$ cat config.mk
export PLATFORM = sky130hd
export DESIGN_NAME = byte_engine_sched
export DESIGN_NICKNAME = d
export VERILOG_FILES = /design/src/rtl/byte_engine_sched_pkg.sv /design/src/rtl/byte_engine_sched_rr_arbiter.sv /design/src/rtl/byte_engine_sched.sv
export SDC_FILE = /design/constraint.sdc
export NUM_CORES = 1
export LEC_CHECK = 0
export BUFFER_PORTS_ARGS = -buffer_cell sky130_fd_sc_hd__buf_4
export CAP_MARGIN = 10
export CORE_ASPECT_RATIO = 1.75
export CORE_MARGIN = 5
export CORE_UTILIZATION = 56
export DETAILED_ROUTE_END_ITERATION = 7
export PLACE_DENSITY = 0.85
export SETUP_SLACK_MARGIN = 0.4
export SLEW_MARGIN = 25
export SYNTH_ARGS = -nofsm -noshare
export SYNTH_HDL_FRONTEND = slang
export SYNTH_SLANG_ARGS = --single-unit
$ cat constraint.sdc
create_clock -name clk -period 7.2 [get_ports clk]
set_input_delay 1.08 -clock clk [delete_from_list [all_inputs] [get_ports clk]]
set_output_delay 1.08 -clock clk [all_outputs]
set_load 0.02 [all_outputs]
$ cat src/rtl/byte_engine_sched_pkg.sv
// -----------------------------------------------------------------------------
// byte_engine_sched_pkg
// Shared types and helpers for the byte-engine round-robin scheduler.
//   sched_state_e   : scheduler FSM states (IDLE, ISSUE, WAIT, RESP)
//   SCHED_N_REQ_MAX : largest requester count the scheduler is meant for
//   wrap_inc        : increment with wrap-around at a given modulus
// -----------------------------------------------------------------------------
package byte_engine_sched_pkg;

    typedef enum logic [1:0] {
        IDLE  = 2'd0,
        ISSUE = 2'd1,
        WAIT  = 2'd2,
        RESP  = 2'd3
    } sched_state_e;

    localparam int SCHED_N_REQ_MAX = 8;

    // Next round-robin position: value+1, folding back to 0 at the modulus.
    function automatic int wrap_inc(input int value, input int modulus);
        return (value + 1 >= modulus) ? 0 : value + 1;
    endfunction

endpackage

$ cat src/rtl/byte_engine_sched_rr_arbiter.sv
// -----------------------------------------------------------------------------
// rr_arbiter
// Combinational round-robin pick among N requesters.
//   req   in  N        request vector
//   ptr   in  log2(N)  highest-priority position for this pick
//   grant out N        one-hot winner (all zero when nothing requests)
//   idx   out log2(N)  index of the winner
//   valid out 1        at least one request present
// -----------------------------------------------------------------------------
module rr_arbiter
    import byte_engine_sched_pkg::*;
#(
    parameter int N = 4
) (
    input  logic [N-1:0]         req,
    input  logic [$clog2(N)-1:0] ptr,
    output logic [N-1:0]         grant,
    output logic [$clog2(N)-1:0] idx,
    output logic                 valid
);

    localparam int IW = $clog2(N);

    int            pos_i;
    logic [IW-1:0] pos;

    // Walk the ring starting at ptr; the first set request wins.
    always_comb begin
        grant = '0;
        idx   = '0;
        valid = 1'b0;
        pos_i = 0;
        pos   = '0;
        for (int k = 0; k < N; k++) begin
            pos_i = (int'(ptr) + k) % N;
            pos   = IW'(pos_i);
            if (!valid && req[pos]) begin
                valid      = 1'b1;
                grant[pos] = 1'b1;
                idx        = pos;
            end
        end
    end

endmodule

$ cat src/rtl/byte_engine_sched.sv
// -----------------------------------------------------------------------------
// byte_engine_sched
// Shares one byte-processing engine among N_REQ requesters in round-robin
// order, one job in flight, with a done timeout guarding against a hung engine.
//   clk, rst   : clock, asynchronous active-high reset
//   req        : per-requester level request, held until gnt
//   req_data   : packed request bytes, slice i belongs to req[i]
//   gnt        : one-hot single-cycle grant (byte captured)
//   eng_input  : byte presented to the engine, stable from grant to next grant
//   eng_start  : single-cycle engine start strobe
//   eng_out    : engine result, sampled with eng_done
//   eng_done   : engine completion pulse
//   rsp_valid  : single-cycle response strobe with rsp_id/rsp_bit/rsp_err
//   busy       : high whenever the FSM is not in IDLE
// -----------------------------------------------------------------------------
module byte_engine_sched
    import byte_engine_sched_pkg::*;
#(
    parameter int N_REQ   = 4,
    parameter int DATA_W  = 8,
    parameter int TIMEOUT = 64
) (
    input  logic                      clk,
    input  logic                      rst,
    input  logic [N_REQ-1:0]          req,
    input  logic [N_REQ*DATA_W-1:0]   req_data,
    output logic [N_REQ-1:0]          gnt,
    output logic [DATA_W-1:0]         eng_input,
    output logic                      eng_start,
    input  logic                      eng_out,
    input  logic                      eng_done,
    output logic                      rsp_valid,
    output logic [$clog2(N_REQ)-1:0]  rsp_id,
    output logic                      rsp_bit,
    output logic                      rsp_err,
    output logic                      busy
);

    localparam int ID_W  = $clog2(N_REQ);
    localparam int TMR_W = $clog2(TIMEOUT) + 1;
    localparam logic [TMR_W-1:0] TMR_LAST = TMR_W'(TIMEOUT - 1);
    localparam logic [TMR_W-1:0] TMR_MAX  = '1;

    sched_state_e       state, state_nxt;
    logic [ID_W-1:0]    ptr, ptr_nxt;
    logic [ID_W-1:0]    job_id, job_id_nxt;
    logic [TMR_W-1:0]   timer, timer_nxt;

    logic [N_REQ-1:0]   gnt_nxt;
    logic [DATA_W-1:0]  eng_input_nxt;
    logic               eng_start_nxt;
    logic               rsp_valid_nxt;
    logic [ID_W-1:0]    rsp_id_nxt;
    logic               rsp_bit_nxt;
    logic               rsp_err_nxt;

    logic [N_REQ-1:0]   arb_grant;
    logic [ID_W-1:0]    arb_idx;
    logic               arb_valid;

    rr_arbiter #(
        .N (N_REQ)
    ) u_arb (
        .req   (req),
        .ptr   (ptr),
        .grant (arb_grant),
        .idx   (arb_idx),
        .valid (arb_valid)
    );

    // State and every output are registered; a reset mid-job simply drops it.
    always_ff @(posedge clk or posedge rst) begin
        if (rst) begin
            state     <= IDLE;
            ptr       <= '0;
            job_id    <= '0;
            timer     <= '0;
            gnt       <= '0;
            eng_input <= '0;
            eng_start <= 1'b0;
            rsp_valid <= 1'b0;
            rsp_id    <= '0;
            rsp_bit   <= 1'b0;
            rsp_err   <= 1'b0;
        end else begin
            state     <= state_nxt;
            ptr       <= ptr_nxt;
            job_id    <= job_id_nxt;
            timer     <= timer_nxt;
            gnt       <= gnt_nxt;
            eng_input <= eng_input_nxt;
            eng_start <= eng_start_nxt;
            rsp_valid <= rsp_valid_nxt;
            rsp_id    <= rsp_id_nxt;
            rsp_bit   <= rsp_bit_nxt;
            rsp_err   <= rsp_err_nxt;
        end
    end

    // Next-state and next-output logic. Strobes default low; data registers
    // hold so eng_input stays put until the following grant. eng_done is only
    // looked at in WAIT, and it is tested before the timeout so a done on the
    // final timer cycle still counts as a good completion.
    always_comb begin
        state_nxt     = state;
        ptr_nxt       = ptr;
        job_id_nxt    = job_id;
        timer_nxt     = timer;
        gnt_nxt       = '0;
        eng_input_nxt = eng_input;
        eng_start_nxt = 1'b0;
        rsp_valid_nxt = 1'b0;
        rsp_id_nxt    = rsp_id;
        rsp_bit_nxt   = rsp_bit;
        rsp_err_nxt   = rsp_err;

        case (state)
            IDLE: begin
                if (arb_valid) begin
                    gnt_nxt       = arb_grant;
                    eng_input_nxt = req_data[int'(arb_idx)*DATA_W +: DATA_W];
                    job_id_nxt    = arb_idx;
                    state_nxt     = ISSUE;
                end
            end
            ISSUE: begin
                eng_start_nxt = 1'b1;
                timer_nxt     = '0;
                state_nxt     = WAIT;
            end
            WAIT: begin
                if (eng_done) begin
                    rsp_valid_nxt = 1'b1;
                    rsp_id_nxt    = job_id;
                    rsp_bit_nxt   = eng_out;
                    rsp_err_nxt   = 1'b0;
                    state_nxt     = RESP;
                end else if (timer == TMR_LAST) begin
                    rsp_valid_nxt = 1'b1;
                    rsp_id_nxt    = job_id;
                    rsp_bit_nxt   = 1'b0;
                    rsp_err_nxt   = 1'b1;
                    state_nxt     = RESP;
                end else if (timer != TMR_MAX) begin
                    timer_nxt = timer + 1'b1;
                end
            end
            RESP: begin
                // Priority moves past the requester just served.
                ptr_nxt   = ID_W'(wrap_inc(int'(job_id), N_REQ));
                state_nxt = IDLE;
            end
            default: begin
                state_nxt = IDLE;
            end
        endcase
    end

    assign busy = (state != IDLE);

endmodule
# Yosys cells after proc, flatten, opt, wreduce, memory -nomap -nowiden
# Cells that the tools add are included.
[op_classes]
n_addsub = 5
n_lt_le_gt_ge = 9
eq_ne = 10
shifts = 1
n_mux = 49
bitwise_logic = 3
reduce_logical = 18
[ops]
columns = ["op", "n"]
rows = [
  ["$shiftx 32x6->8", 1],
  ["$mux 4", 6],
  ["$mux 7", 3],
  ["$mux 1", 20],
  ["$mux 2", 10],
  ["$pmux 7 s2", 1],
  ["$lt 2x3->1 const B", 4],
  ["$or 4x4->4", 3],
  ["$bmux 1 s2", 4],
  ["$demux 1 s2", 4],
  ["$ge 2x1->1 const B", 4],
  ["$ne 2x2->1 const B", 4],
  ["$pmux 2 s4", 1],
  ["$add 7x1->7 const B", 1],
  ["$eq 7x6->1 const B", 1],
  ["$logic_and 1x1->1", 7],
  ["$ne 7x7->1 const B", 1],
  ["$reduce_and 2->1", 3],
  ["$reduce_bool 2->1", 3],
  ["$add 2x2->2 const B", 2],
  ["$eq 2x2->1 const B", 2],
  ["$reduce_and 4->1", 1],
  ["$add 2x1->3 const B", 1],
  ["$ge 3x3->1 const B", 1],
  ["5 further kinds", 7],
]
[word_totals]
regBits = 31
in_bits = 40
elab_cells = 106

# Longest topological paths before layout
# Gate-level depths: netlist of run 1.
[logic_depth]
ltp_word = 14
ltp_mapped = 13
mapped_depth_nobuf = 8

# Cells and area by module
# Synthesis of run 1 repeated with hierarchy kept, for this count alone.
[unflattened]
cells_unflattened = 184
area_unflattened_um2 = 2068.2
[modules_own_cells]
columns = ["module", "n_inst", "cells_each", "area_each_um2"]
rows = [
  ["byte_engine_sched", 1, 139, 1646.6],
  ["rr_arbiter", 1, 45, 421.7],
]

# Worst setup path after synthesis of run 1
# Ideal clock, no wire load.
[synth_timing]
kind = "reg2reg"
startpoint = "register ptr[0]"
endpoint = "register eng_input[0]"
setup_ps = 140
arrival_time_ps = 2752
slack_ps = 4308
stages_incl_launch_ff = 13
n_path_buf = 4
synth_period_minus_slack_ps = 2892
path_cell_list = "dfrtp_1 > buf_2 > buf_4 > clkbuf_1 > inv_2 > ha_1 > inv_1 > mux2i_2 > o21ai_2 > o21a_4 > buf_12 > mux2i_1 > o221ai_1"
[synth_via]
elab_chain_len = 13
[synth_rtl]
columns = ["item", "line", "rtl"]
rows = [
  ["start: declaration", "byte_engine_sched.sv:45", "logic [ID_W-1:0] ptr, ptr_nxt;"],
  ["start signal: assignment", "byte_engine_sched.sv:87", "ptr <= ptr_nxt;"],
  ["parallel branches: the longest is 13 deep, another holds $add 2x1->2", "--", ""],
  ["end signal: assignment", "byte_engine_sched.sv:91", "eng_input <= eng_input_nxt;"],
  ["end: declaration", "byte_engine_sched.sv:28", "output logic [DATA_W-1:0] eng_input,"],
]
# Parallel ways; which one is timed is not known. The select of a mux whose other input is x is not followed.
# A chain may end at the register's enable or synchronous reset.

# Worst setup path in the final report of run 1
# Ends and elaborated chain as after synthesis.

==> out/results.txt, run 1 <==
Status: complete, no violations
R2R cell count: 8
Most used flip-flop cell after synthesis: dfrtp_1
Final setup fails: 0
Post-Syn Area per Cell: 9.916 um^2
LEAKAGE: 1.239 nW
Int Pwr: 0.6003 mW
Comb pwr share: 59.4%
DR vias: 1947
Die width: 56.64 um
Final GP Congestion: 0.9901
Power Density: 422.6 mW/mm^2
Routed Antenna Nets: 0
WL final: 5644 um
Post-CTS Hold Fix Bufs: 0
Routed vias/inst: 6.181
Inserted Clock Buffers: 5
Global-route congestion overflow total: 0
Hold Path Stages: 1
Post-CTS Setup Inserts: 0
Switch Pwr: 0.5081 mW
Synth Instances: 215
Synthesis-to-layout area growth: 23.00%
Dpl hpwl: 4393 um
Post-Syn Area: 0.002132 mm^2
Delay-heaviest family, CP: flip-flops
Yosys top cell by area: dfrtp_1
Clk root buf: clkbuf_8
Clk pwr share: 12.2%
DRT Pass-1 Iters: 4
Share of power burned in registers: 28.4%
Largest net degree at the start of global routing: 32
Crit end category: flop
Worst Tran Pin Value: 0.9366 ns
Cell breakdown of the critical path: inv_2 -> ha_1 -> inv_1 -> mux2i_2 -> nor2_2 -> o21ai_1 -> o221ai_1 -> o221ai_1
Final Hold Fails: 0
Vias in the first global route: 1981
Max Cap Violations: 0
Share of layout cells above drive strength 1: 29.00%
Final Non-Filler Cells: 315
Area of the multi-input gates: 0.001229 mm^2
DRC Markers: 0
DR iter-0 viols: 83
FF-to-FF Start: ptr[0]
Crit path time final: 3.280 ns
EDFF count, synth: 0
Fillers: 308
Setup crit start: ptr[0]
First-pass GRT wire length: 9666 um
Total track usage: 23.36%
Core Region: 0.003665 mm^2
Min-delay worst type: reg -> reg
Cell with the most instances after synthesis: dfrtp_1
Clock Pin Slew Worst Setup and Hold Paths: 0.06 ns
Yosys cell types: 48
Area share of the largest cell type after synthesis: 36.38%
Top cells by count, synth: dfrtp_1 (31), nand2_1 (26), nor2_1 (16), o221ai_1 (16), ha_1 (14)
Crit path depth: 8
Initial antenna violation count: 0
Chip Height: 91.63 um
Final Cell Area: 0.002623 mm^2
Skew-Pair Late Insertion Delay: 0.27 ns
Critical path buffer and inverter count: 2
Htree depth: 2
Number of synthesized register bits: 31
CP Data Arrival Time: 3.46 ns
Hold_sp: rsp_id[1]
Reg area: 775.7 um^2
Switch share: 45.84%
Drt wl/cell: 17.92 um
Hold WS: 0.5067 ns
Placed Cells: 308
Yosys warnings: 0
Area post-placement: 0.002535 mm^2
Slowest cell on crit path: dfrtp_1
Port buffer count: 58
Fin nets: 323
Max Fanout on Critical Path: 28
CP most frequent cell: o221ai_1
Fmax: 0.3049 GHz
VDD IR-drop max: 347.1 uV
Asr flop ratio synth: 100.0%
Top post-synthesis cells by area: dfrtp_1 (36%), ha_1 (8.2%), o221ai_1 (6.6%), mux2i_1 (5.6%), nand2_1 (4.6%)
Post-synthesis sequential area ratio: 36.38%
Rel. slew slack: 37.56%
Crit Path Category: reg -> reg
CTS Buffer Depth: 2
Worst EP required: 7.38 ns
Max incr delay on CP: 0.96 ns
Row count: 29
I/O pins: 59
CTS tree: done
RSZ-0062 raised after global routing: no
Clock Sinks: 31
Clock Skews: 0.004345 ns
Syn_nets: 269
# resized after CTS: 0
Die Area: 0.005190 mm^2
Initial Utilization: 58.18%
Fin crit share: 45.55%
Antenna Cells: 0
Worst setup SP type: flop
Max Slew Vio Count: 0
Total negative slack: 0 ns
[cell usage in the layout, fill, tap and decap left out, types with 3 or more instances in the layout]
| cell | netlist | routed |
|---|---|---|
| a22oi_1 | 4 | 4 |
| nand2b_1 | 3 | 3 |
| mux2_1 | 4 | 4 |
| nand3_1 | 3 | 3 |
| dfrtp_1 | 31 | 31 |
| ha_1 | 14 | 14 |
| xor2_1 | 4 | 4 |
| clkbuf_8 | 0 | 6 |
| a31oi_1 | 6 | 6 |
| mux2i_1 | 12 | 12 |
| nand2_1 | 26 | 26 |
| o21ai_1 | 6 | 6 |
| a21oi_1 | 3 | 3 |
| nor2_1 | 16 | 16 |
| buf_4 | 2 | 58 |
| or2_1 | 5 | 5 |
| inv_2 | 2 | 3 |
| inv_1 | 8 | 7 |
| o221ai_1 | 16 | 16 |
| o32a_1 | 8 | 8 |
[registers in the layout, summed over array words and instances (netlist names)]
| name | count |
|---|---|
| job_id | 2 |
| rsp_id | 2 |
| rsp_valid | 1 |
| eng_input | 8 |
| rsp_err | 1 |
| state | 2 |
| gnt | 4 |
| ptr | 2 |
| eng_start | 1 |
| rsp_bit | 1 |
| timer | 7 |
[metal layers]
layer | global-route usage (%) | vias to the layer above | part of all wire (%)
li1 | - | 910 | -
met1 | 26.26 | 945 | 35
met2 | 42.18 | 79 | 56
met3 | 2.669 | 13 | 5.4
met4 | 12.08 | 0 | 3.1
met5 | 0 | - | 0
[area by class of cell]
type                            count  share of cell area, %
Multi-Input combinational cell    163                  46.85
Sequential cell                    31                  29.58
Timing Repair Buffer               58                  16.60
Clock buffer                        6                  3.149
Tap cell                           46                  2.195
Inverter                           10                  1.431
Clock inverter                      1                 0.1908
[path summary, 6_finish.rpt]
check / endpoint / slack, ns
hold reg to reg: rsp_id[1] / 0.51
setup / recovery: eng_input[0] / 3.92
max in group asynchronous: gnt[0] / 5.90
min in group asynchronous: rsp_valid / 0.89
hold / removal: rsp_id[1] / 0.51
setup reg to reg: eng_input[0] / 3.92
[metrics by stage]
stage | worst slack (ns) | power [mW] | utilization (%)
after floorplan | 4.308 | 0.8031 | -
after global placement | 4.011 | 0.9523 | 69.17
after detailed placement | 3.977 | 0.9703 | 69.17
after CTS | 3.996 | 1.108 | 71.56
after global routing | 3.626 | 1.195 | 71.56
final | 3.920 | 1.108 | 71.56
[power by group through the flow]
stage | Clock, mW | Sequential, mW | Combinational (mW)
CTS | 0.137 | 0.313 | 0.657
global placement | 0 | 0.313 | 0.640
floorplan | 0 | 0.336 | 0.468
finish | 0.136 | 0.314 | 0.658
detailed placement | 0 | 0.316 | 0.654
global route | 0.148 | 0.325 | 0.723
[cells by family after synthesis]
kind of cell,Yosys count,share of synthesized area (%)
simple gates,67,15.02
compound gates,57,21.19
flops,31,36.38
buf+inv,21,5.986
mux,21,11.56
fa+ha+maj,14,8.216
xor+xnor,4,1.643
Power figures use the tool's default switching activity.
==> run 2: changes to the inputs <==
--- a/config.mk
+++ b/config.mk
@@ -9,9 +9,9 @@
 export CAP_MARGIN = 10
 export CORE_ASPECT_RATIO = 1.75
 export CORE_MARGIN = 5
-export CORE_UTILIZATION = 56
+export CORE_UTILIZATION = 52
 export DETAILED_ROUTE_END_ITERATION = 7
-export PLACE_DENSITY = 0.85
+export PLACE_DENSITY = 0.79
 export SETUP_SLACK_MARGIN = 0.4
 export SLEW_MARGIN = 25
 export SYNTH_ARGS = -nofsm -noshare
==> constraint.sdc (replaced) <==
create_clock -name clk -period 3.2 [get_ports clk]
set_input_delay 0.48 -clock clk [delete_from_list [all_inputs] [get_ports clk]]
set_output_delay 0.48 -clock clk [all_outputs]
set_load 0.02 [all_outputs]
==> run 2 against run 1 <==
Compared with the run above: routed wire length is 2.1% higher; sequential cell count stayed put; core utilization shrank 3.6 points; critical path depth unchanged; total power is 130% higher; global-route usage decreased by 1.4 points; worst hold slack worse by 0.23 ns; die area up 6.6%; non-clock buffer count rose by 3; via count grew 1.4%; largest power group unchanged; highest routed layer unchanged; sequential share of layout area decreased by 0.56 points.
==> out/results.txt, run 2 (same netlist as run 1, synthesis figures left out) <==
Power Density: 961.7 mW/mm^2
Setup crit start: ptr[1]
Fin crit share: 83.10%
Fin nets: 326
FF-to-FF setup slack: 0.54 ns
CTS tree: done
Most frequent cells in the layout: buf_4 (61), dfrtp_1 (30), nand2_1 (26)
Die Area: 0.005531 mm^2
FF-to-FF Start: ptr[1]
Cell breakdown of the critical path: inv_1 -> ha_2 -> inv_1 -> a311oi_2 -> o22a_2 -> o21a_4 -> mux2i_1 -> o221ai_1
Final Hold Fails: 0
CTS Buffer Depth: 2
Initial antenna violation count: 0
Final Cell Area: 0.002678 mm^2
DR vias: 1974
Htree depth: 2
Final Non-Filler Cells: 320
CP Data Arrival Time: 2.81 ns
Max Slew Vio Count: 0
Area post-placement: 0.002560 mm^2
Final setup fails: 0
Drt wl/cell: 18.00 um
Post-CTS Setup Inserts: 0
Delay-heaviest family, CP: compound AO/OA/AOI/OAI gates
Skew-Pair Late Insertion Delay: 0.28 ns
WL final: 5760 um
Status: complete, no violations
Total track usage: 22.01%
Slowest cell on crit path: dfrtp_2
Fillers: 329
Initial Utilization: 54.10%
Rel. slew slack: 58.09%
Largest regs: eng_input x8, timer x7, gnt x4
Vias in the first global route: 2005
LEAKAGE: 1.256 nW
I/O pins: 59
Dpl hpwl: 4400 um
Antenna Cells: 0
DRC Markers: 0
Share of power burned in registers: 25.6%
Largest net degree at the start of global routing: 32
Max FFs per register: 8
Row count: 30
Crit path to: eng_input[6]
CP most frequent cell: inv_1
Fmax: 0.3761 GHz
RSZ-0062 raised after global routing: no
Critical path buffer and inverter count: 2
Crit path time final: 2.659 ns
Largest Register: eng_input
Max incr delay on CP: 0.47 ns
Min-delay worst type: in -> async
R2R cell count: 8
Chip Height: 94.71 um
Clock Sinks: 31
Inserted Clock Buffers: 5
Crit end category: flop
Area of the multi-input gates: 0.001257 mm^2
Clock Pin Slew Worst Setup and Hold Paths: 0.06 ns
Routed Antenna Nets: 0
Clock Skews: 0.003863 ns
DRT Pass-1 Iters: 4
DR iter-0 viols: 64
Final GP Congestion: 1.041
Routed vias/inst: 6.169
Clk pwr share: 12.1%
Switch Pwr: 1.184 mW
Int Pwr: 1.391 mW
Crit path depth: 8
Die width: 58.41 um
R2R Path End: eng_input[6]
Placed Cells: 313
Worst Tran Pin Value: 0.6245 ns
Crit Path Category: reg -> reg
Switch share: 45.98%
Total negative slack: 0 ns
Worst setup SP type: flop
Commonest non-fill, non-tap cell in the layout: buf_4
Post-CTS Hold Fix Bufs: 0
Comb pwr share: 62.3%
Max Fanout on Critical Path: 9
Hold WS: 0.2782 ns
First-pass GRT wire length: 9466 um
Global-route congestion overflow total: 0
Max Cap Violations: 0
Share of layout cells above drive strength 1: 30.88%
Clk root buf: clkbuf_8
Synthesis-to-layout area growth: 25.59%
Reg area: 777.0 um^2
Port buffer count: 58
Total Power: 2.575 mW
Core Region: 0.003941 mm^2
Worst EP required: 3.35 ns
VDD IR-drop max: 604.5 uV
==> run 2: cell count changes in the layout (fill, tap and decap cells not counted), sizes merged <==
cell / previous run / this run
buf: 58 / 61
==> run 2: power groups by stage <==
stage / Clock, mW / Combinational (mW) / Sequential (mW)
4_1_cts: 0.314 / 1.54 / 0.658
3_3_place_gp: 0 / 1.52 / 0.657
2_1_floorplan: 0 / 1.05 / 0.755
6_report: 0.311 / 1.60 / 0.659
5_1_grt: 0.335 / 1.75 / 0.678
3_5_place_dp: 0 / 1.54 / 0.663
==> run 2: timing repair <==
action                     in CTS  in global routing
gates cloned                    0                  0
setup endpoints to repair       8                  8
gates resized for setup         1                  5
hold endpoints to repair        0                  0
==> run 2: worst min-delay path, delay by kind of cell <==
family | cells | cell delay [ns]
buf+inv | 3 | 0.49
==> run 2: per-layer routing <==
metal | global-route usage [%] | wire length, um
met5 | 0 | 0
met1 | 25.71 | 2121
met2 | 38.71 | 3066
met3 | 3.557 | 402
met4 | 9.284 | 169
==> run 2: area by class of cell <==
| type | count | share of cell area [%] |
|---|---|---|
| Timing Repair Buffer | 61 | 17.10 |
| Clock buffer | 6 | 3.084 |
| Inverter | 10 | 1.402 |
| Tap cell | 48 | 2.243 |
| Multi-Input combinational cell | 163 | 46.96 |
| Sequential cell | 31 | 29.02 |
| Clock inverter | 1 | 0.1869 |
==> run 2: worst min path at each step <==
stage,cells after the start,end,from
2_1_floorplan,1,timer[6],timer[6]
3_3_place_gp,1,timer[6],timer[6]
3_5_place_dp,1,timer[6],timer[6]
4_1_cts,3,rsp_id[0],rst
5_1_grt,3,rsp_id[0],rst
6_report,3,rsp_id[0],rst
==> run 2: per-stage QoR <==
stage / utilization [%] / setup WS [ns]
detailed placement: 64.95 / 0.3448
global route: 67.94 / 0.3918
finish: 67.94 / 0.5408
CTS: 67.21 / 0.4800
floorplan: - / 0.4319
global placement: 64.95 / 0.4232
